## src/rtl/shuma_scan.sv

```systemverilog
// shuma_scan: multiplexed 7-segment driver for common-cathode displays.
// Holds a DIGITS-wide BCD shadow register, scans one digit per SCAN_DIV
// cycles onto a shared segment bus, and drives active-low digit selects.
// Each slot opens with GUARD cycles of all-off selects to hide ghosting.
// Supports global blanking (bi) and frame-based blinking (blink).
// Optional build macro SHUMA_HEX_EN: codes 10..15 show A,b,C,d,E,F
// instead of blanking.
module shuma_scan #(
    parameter int DIGITS       = 4,
    parameter int SCAN_DIV     = 1000,
    parameter int GUARD        = 1,
    parameter int BLINK_FRAMES = 50
) (
    input  logic                  clk,
    input  logic                  rst,
    input  logic [4*DIGITS-1:0]   data,
    input  logic [DIGITS-1:0]     dp_in,
    input  logic                  load,
    input  logic                  bi,
    input  logic                  blink,
    output logic [6:0]            seg,
    output logic                  dp,
    output logic [DIGITS-1:0]     dig_sel
);

    localparam int PW = (SCAN_DIV > 1) ? $clog2(SCAN_DIV) : 1;
    localparam int IW = (DIGITS > 1) ? $clog2(DIGITS) : 1;
    localparam int FW = (BLINK_FRAMES > 1) ? $clog2(BLINK_FRAMES) : 1;

    localparam logic [PW-1:0] PRESC_LAST = PW'(SCAN_DIV - 1);
    localparam logic [PW-1:0] GUARD_C    = PW'(GUARD);
    localparam logic [IW-1:0] IDX_LAST   = IW'(DIGITS - 1);
    localparam logic [FW-1:0] FRAME_LAST = FW'(BLINK_FRAMES - 1);

    logic [4*DIGITS-1:0] r_data;
    logic [DIGITS-1:0]   r_dp_sh;
    logic [PW-1:0]       r_presc;
    logic [IW-1:0]       r_idx;
    logic [FW-1:0]       r_frame;
    logic                r_phase;
    logic [6:0]          r_seg;
    logic                r_dp;
    logic [DIGITS-1:0]   r_dig_sel;

    logic                w_tick;
    logic                w_wrap;
    logic [PW-1:0]       w_presc_nx;
    logic [IW-1:0]       w_idx_nx;
    logic [FW-1:0]       w_frame_nx;
    logic                w_phase_nx;
    logic [4*DIGITS-1:0] w_data_nx;
    logic [DIGITS-1:0]   w_dp_sh_nx;
    logic [3:0]          w_bcd;
    logic                w_dp_bit;
    logic [DIGITS-1:0]   w_sel_n;
    logic                w_guard;
    logic                w_blank;

    // BCD to {a,b,c,d,e,f,g}; unused codes are always a defined value.
    function automatic logic [6:0] f_decode(input logic [3:0] code);
        logic [6:0] s;
        case (code)
            4'd0:    s = 7'b1111110;
            4'd1:    s = 7'b0110000;
            4'd2:    s = 7'b1101101;
            4'd3:    s = 7'b1111001;
            4'd4:    s = 7'b0110011;
            4'd5:    s = 7'b1011011;
            4'd6:    s = 7'b1011111;
            4'd7:    s = 7'b1110000;
            4'd8:    s = 7'b1111111;
            4'd9:    s = 7'b1111011;
`ifdef SHUMA_HEX_EN
            4'd10:   s = 7'b1110111;
            4'd11:   s = 7'b0011111;
            4'd12:   s = 7'b1001110;
            4'd13:   s = 7'b0111101;
            4'd14:   s = 7'b1001111;
            4'd15:   s = 7'b1000111;
`endif
            default: s = 7'b0000000;
        endcase
        return s;
    endfunction

    // Scan timing: prescaler tick, digit index advance, frame wrap detect.
    always_comb begin
        w_tick     = (r_presc == PRESC_LAST);
        w_wrap     = w_tick && (r_idx == IDX_LAST);
        w_presc_nx = w_tick ? '0 : r_presc + 1'b1;
        w_idx_nx   = r_idx;
        if (w_tick) begin
            w_idx_nx = (r_idx == IDX_LAST) ? '0 : r_idx + 1'b1;
        end
    end

    // Blink: count frame wraps; phase flips each BLINK_FRAMES frames, held at 0 when disabled.
    always_comb begin
        w_frame_nx = r_frame;
        w_phase_nx = r_phase;
        if (!blink) begin
            w_frame_nx = '0;
            w_phase_nx = 1'b0;
        end else if (w_wrap) begin
            if (r_frame == FRAME_LAST) begin
                w_frame_nx = '0;
                w_phase_nx = ~r_phase;
            end else begin
                w_frame_nx = r_frame + 1'b1;
            end
        end
    end

    // Next-state shadow and the digit it selects, so loads show on the same edge.
    always_comb begin
        w_data_nx  = load ? data  : r_data;
        w_dp_sh_nx = load ? dp_in : r_dp_sh;
        w_bcd      = 4'd0;
        w_dp_bit   = 1'b0;
        w_sel_n    = '1;
        for (int i = 0; i < DIGITS; i++) begin
            if (w_idx_nx == IW'(i)) begin
                w_bcd      = w_data_nx[4*i +: 4];
                w_dp_bit   = w_dp_sh_nx[i];
                w_sel_n[i] = 1'b0;
            end
        end
        w_guard = (w_presc_nx < GUARD_C);
        w_blank = bi || w_phase_nx;
    end

    // State and registered outputs.
    always_ff @(posedge clk or posedge rst) begin
        if (rst) begin
            r_data    <= '0;
            r_dp_sh   <= '0;
            r_presc   <= '0;
            r_idx     <= '0;
            r_frame   <= '0;
            r_phase   <= 1'b0;
            r_seg     <= 7'b0000000;
            r_dp      <= 1'b0;
            r_dig_sel <= '1;
        end else begin
            r_data    <= w_data_nx;
            r_dp_sh   <= w_dp_sh_nx;
            r_presc   <= w_presc_nx;
            r_idx     <= w_idx_nx;
            r_frame   <= w_frame_nx;
            r_phase   <= w_phase_nx;
            r_seg     <= w_blank ? 7'b0000000 : f_decode(w_bcd);
            r_dp      <= !w_blank && w_dp_bit;
            r_dig_sel <= w_guard ? '1 : w_sel_n;
        end
    end

    assign seg     = r_seg;
    assign dp      = r_dp;
    assign dig_sel = r_dig_sel;

endmodule

```

## config.mk

```make
export PLATFORM = sky130hd
export DESIGN_NAME = shuma_scan
export DESIGN_NICKNAME = d
export VERILOG_FILES = /design/src/rtl/shuma_scan.sv
export SDC_FILE = /design/constraint.sdc
export NUM_CORES = 1
export LEC_CHECK = 0
export CAP_MARGIN = 5
export CORE_MARGIN = 2
export CORE_UTILIZATION = 59
export DETAILED_ROUTE_END_ITERATION = 12
export GPL_TIMING_DRIVEN = 0
export PLACE_DENSITY = 0.85
export SYNTH_ARGS = -nofsm -noshare
export SYNTH_HDL_FRONTEND = slang
export SYNTH_SLANG_ARGS = --single-unit
```

## constraint.sdc

```tcl
create_clock -name clk -period 8.65 [get_ports clk]
set_input_delay 0.865 -clock clk [delete_from_list [all_inputs] [get_ports clk]]
set_output_delay 0.865 -clock clk [all_outputs]
set_load 0.005 [all_outputs]
```

# Word level (Yosys, flattened, before mapping)
# Memory sizes are Yosys's and may differ from the RTL's.
# Index checks and enable logic that the tools add are counted.
[totals]
reg_bits = 51
romBits = 112
out_inout_bits = 12
elab_cells = 52
n_memories = 1
[classes]
n_addsub = 3
n_lt_le_gt_ge = 1
eq_ne = 7
n_mux = 25
n_bitwise = 1
n_reduce_logical = 5
[mem_list]
columns = ["memory", "depth", "word_bits", "rd", "rd_ports_with_merged_regs", "write_ports", "line_no", "rtl"]
rows = [
  ["(name not given)", 16, 7, 1, 0, 0, "62", "case (code)"],
]
[ops]
columns = ["operator", "n"]
rows = [
  ["$mux W4", 6],
  ["$mux W6", 3],
  ["$mux W16", 1],
  ["$mux W1", 11],
  ["$add A10 B1 Y10 const B", 1],
  ["$eq A10 B10 Y1 const B", 1],
  ["$lt A10 B1 Y1 const B", 1],
  ["$mux W10", 1],
  ["$mux W7", 1],
  ["$add A6 B1 Y6 const B", 1],
  ["$eq A2 B2 Y1 const B", 3],
  ["$eq A6 B6 Y1 const B", 1],
  ["$mux W2", 2],
  ["$add A2 B1 Y2 const B", 1],
  ["$eq A2 B1 Y1 const B", 1],
  ["$logic_and A1 B1 Y1", 2],
  ["$logic_not A2 Y1", 1],
  ["$ne A2 B1 Y1 const B", 1],
  ["$logic_not A1 Y1", 1],
  ["$logic_or A1 B1 Y1", 1],
  ["$not A1 Y1", 1],
]

# Depth between registers and ports, before layout
# An unclocked memory read counts as a cell.
[logic_depth]
ltp_word = 10
ltp_mapped = 13

# Worst setup path before layout
# No wires, ideal clock.
[synth_path]
path_kind = "reg-to-reg"
from = "register r_presc[0]"
to = "register r_seg[5] (netlist: seg[5])"
setup_time_ns = 0.078
arrival_ns = 2.757
t_required_ns = 8.572
path_slack_ns = 5.814
stages_incl_launch_ff = 12
synth_period_minus_slack_ns = 2.836
path_cell_list = "dfrtp_1 ha_1 nand2_1 or3_1 buf_4 mux2_4 buf_6 mux2i_1 mux2_2 ha_1 a21o_1 a21oi_1"
[synth_via]
elab_chain_cells = 9
[synth_rtl]
columns = ["item", "line_no", "rtl"]
rows = [
  ["from (decl)", "37", "logic [PW-1:0] r_presc;"],
  ["from (signal assigned)", "147", "r_presc <= w_presc_nx;"],
  ["$eq A10 B10 Y1 (*)", "88", "w_tick = (r_presc == PRESC_LAST);"],
  ["$mux W2 (*)", "92", "if (w_tick) begin"],
  ["via w_idx_nx[1]", "48", "logic [IW-1:0] w_idx_nx;"],
  ["$logic_not A2 Y1", "122", "if (w_idx_nx == IW'(i)) begin"],
  ["$mux W4 (3 in a row)", "122", ""],
  ["$mux W4 (*)", "122", ""],
  ["$mem_v2 Z16 W7 (*)", "-", ""],
  ["$mux W7 (*)", "151", "r_seg <= w_blank ? 7'b0000000 : f_decode(w_bcd);"],
  ["to (signal assigned)", "151", ""],
  ["to (decl)", "41", "logic [6:0] r_seg;"],
]
# The timed path passes the listed nets; every way through them passes the cells marked *.
# A chain may end at the register's enable or synchronous reset.

# Worst setup path after layout
[layout_path]
from = "input load"
to = "register r_seg[6] (netlist: seg[6])"
[layout_rtl]
columns = ["item", "line_no", "rtl"]
rows = [
  ["from (decl)", "18", "input logic load,"],
  ["$mux W16", "116", "w_data_nx = load ? data : r_data;"],
  ["via w_data_nx[8]", "51", "logic [4*DIGITS-1:0] w_data_nx;"],
  ["$mux W4 (2 in a row)", "122", ""],
  ["$mem_v2 Z16 W7", "-", ""],
  ["$mux W7", "151", ""],
]
# The timed path passes the listed nets, and every way through them passes these cells.

==> metrics <==
status finished, final reports clean; top-area cell type share of the netlist area 44.2%; Worst Setup End Kind flop; first-pass GRT wire length between 8 and 9 mm; worst stage delay on the critical path between 0.4 and 0.5 ns; min Tclk post-route 3.31 ns; WL final 4.86 mm; initial core utilization between 60% and 70%; cell family with most CP delay buffers and inverters; max-cap violation count 0; cell taking the most area after synthesis dfrtp_1; hold buffer count at CTS 0; initial antenna violation count 0; Vias 1800; Mapped Nets roughly 260; IR drop worst, VDD 0.0857 mV; total core area 4350 um^2; final core utilization 73.4%; Post-Syn Instances around 220; Final Setup Violations 0; worst-margin pin slew 0.608 ns; drt pass-1 iters 4; Pint 0.000360 W; cell repeated most along the worst path mux2_2; post-synthesis compound-gate area fraction 8.09%; Die Y 71.1 um; mapped cell area 2660 um^2; Clock Tree Buf Depth 2; # rows 24; syn avg cell area 11.9 um^2; period utilisation layout 38.2%; worst-skew pair later-pin latency 0.31 ns; Post-Synth Adder-Cell Area 4.24%; Final ANT Viol Nets 0; number of H-tree levels 2; mux cell area share after synthesis 21.5%; relative max-transition margin 58.3%; Crit Path Max Fanout 10; CP arrival 3.54 ns; placed cells 312; Die ar. 5060 um^2; worst path required time around 8.9 ns; Finished Layout Cells 320; Max Slew Vio Count 0; CTS-repair resized insts 0; post-synthesis async set-or-reset flop share 100%; Comb power frac 16.0%; number of global-route vias before repair 1828; EDFF count, synth 0; cells along the critical path clkdlybuf4s50_1 > buf_2 > buf_1 > mux2_2 > mux2i_1 > mux2_2 > inv_1 > ha_1 > mux2_1 > o22ai_1; sequential power share a little over half; Yosys warnings 0; Pwr Density 149 nW/um^2; clk slew on worst S/H paths 0.09 ns; Fin Setup TNS 0 ns; 1st-iter DRT viols 110; share of layout cells above drive strength 1 21.3%; GRT Total Usage 21.3%; crit path kind in -> reg; clock root buffer clkbuf_8; XOR/XNOR Fraction of Synth Area 2.96%; largest net degree at the start of global routing 29; ant diodes 0; CTS buffer count 5; Critical-path top delay cell clkdlybuf4s50_1; setup ws final 5.34 ns; Synth-to-Final Area Change 20.2%; sw frac about a quarter; Hold Vio Cnt, Final 0; Synth cell types 47; Worst Setup Start Kind input pin; synth top area cells dfrtp_1 (44%), mux2_2 (11%), mux2i_1 (7.2%), ha_1 (4.2%), dfstp_2 (4.0%); GPL Wtd Cong 0.846; worst-case clock skew around 0.011 ns; aggregate global routing overflow 0; P_leak ~1.4 nW; Clk network pwr share approximately 30%; clock sink total 51; # Post-CTS Setup Buffers 0; Via-to-Cell Ratio around 5.6; flops & latches, synth 51; Worst R2R Setup Slack 5.48 ns; I/O pin count 37; # DRC 0; post-detail-place hpwl 3.54 mm; sequential-to-total area share from yosys stat 48.2%; post-place setup slack 5.03 ns; RSZ-0062 raised after global routing no; WL/cell 15.2 um; main combinational cell family by area after synthesis multiplexers; Main synth FF type dfrtp_1; simple-gate area share of the yosys netlist 12.3%; hold crit path type reg -> reg; CTS tree done; Synth top cells by count dfrtp_1 (47), mux2_2 (25), mux2i_1 (19); cell with the most instances after synthesis dfrtp_1; I/O Buffers 36; Net Switching about 0.00012 W; Fmax 0.302 GHz; Die W slightly above 70 um; CP Buf/Inv Count 4; layout net count 301
kinds of logic (layout without fill, tap and decap cells):
family / Yosys count / count (layout)
simple gates: 56 / 56
buf+inv: 15 / 60
flops: 51 / 51
fa+ha+maj: 9 / 9
mux: 50 / 50
compound gates: 33 / 33
xor+xnor: 9 / 9
worst paths after layout:
| path | startpoint | end | depth (start not counted) |
|---|---|---|---|
| min reg2reg | r_presc[0]$_DFF_PP0_ | r_presc[0]$_DFF_PP0_ | 1 |
| max in group asynchronous | rst | dig_sel[0]$_DFF_PP1_ | 3 |
| max | load | seg[6]$_DFF_PP0_ | 10 |
| min in group asynchronous | rst | r_data[4]$_DFF_PP0_ | 2 |
| max reg2reg | r_presc[0]$_DFF_PP0_ | seg[5]$_DFF_PP0_ | 11 |
| min | r_presc[0]$_DFF_PP0_ | r_presc[0]$_DFF_PP0_ | 1 |
state kept, by name, summed over array words and instances (netlist names):
name     cells
r_idx        2
dp           1
r_data      16
seg          7
r_frame      6
r_presc     10
dig_sel      4
r_phase      1
r_dp_sh      4
power groups by stage:
stage / Sequential, W / Clock (W) / Combinational, W
after CTS: 0.000258 / 0.000143 / 0.0000773
after floorplan: 0.000262 / 0 / 0.0000466
after global routing: 0.000260 / 0.000152 / 0.0000849
final: 0.000258 / 0.000142 / 0.0000764
after global placement: 0.000262 / 0 / 0.0000738
after detailed placement: 0.000263 / 0 / 0.0000764
placed cells by master, fill, tap and decap left out, types with 3 or more instances in the layout:
cell / count
a21o_1: 3
a21oi_1: 7
buf_2: 3
clkbuf_8: 6
clkdlybuf4s50_1: 36
dfrtp_1: 47
dfstp_2: 4
ha_1: 9
inv_1: 6
mux2_2: 25
mux2i_1: 19
nand2_1: 11
nand3_1: 8
nor2_1: 16
o21ai_0: 10
o22ai_1: 3
xnor2_1: 6
xor2_1: 3
metal layers:
layer  up-vias  GRT usage, %  part of all wire [%]
met5         -             0                     0
met4         0          6.92                   1.4
met3         6          3.85                   2.7
met2        30          35.5                    49
met1       882          28.4                    47
li1        882             -                     -
layout make-up:
class,count,area [um^2]
multi-input cells,157,1310
flip-flops and latches,51,1280
fillers,298,1160
repair buffers,37,380
clock buffers,7,86.3
well taps,52,65.1
plain buffers,8,45.0
inverters,7,26.3
clock inverters,1,5.00
metrics by stage:
stage	cell area [um^2]	hold slack, ns	power (W)
2_1_floorplan	2660	0.446	0.000309
3_3_place_gp	3080	0.466	0.000336
3_5_place_dp	3100	0.484	0.000339
4_1_cts	3200	0.496	0.000478
5_1_grt	3200	0.520	0.000496
6_report	3200	0.498	0.000476
worst register-to-register path, cell delays in order (launching register included):
cell,delay [ns]
dfrtp_1,0.39
ha_1,0.28
nand2_1,0.24
or3_1,0.41
buf_4,0.18
mux2_4,0.35
buf_6,0.17
mux2i_1,0.13
mux2_2,0.33
ha_1,0.32
a21o_1,0.16
a21oi_1,0.15
Note: power is estimated with default switching activity, not from simulation.
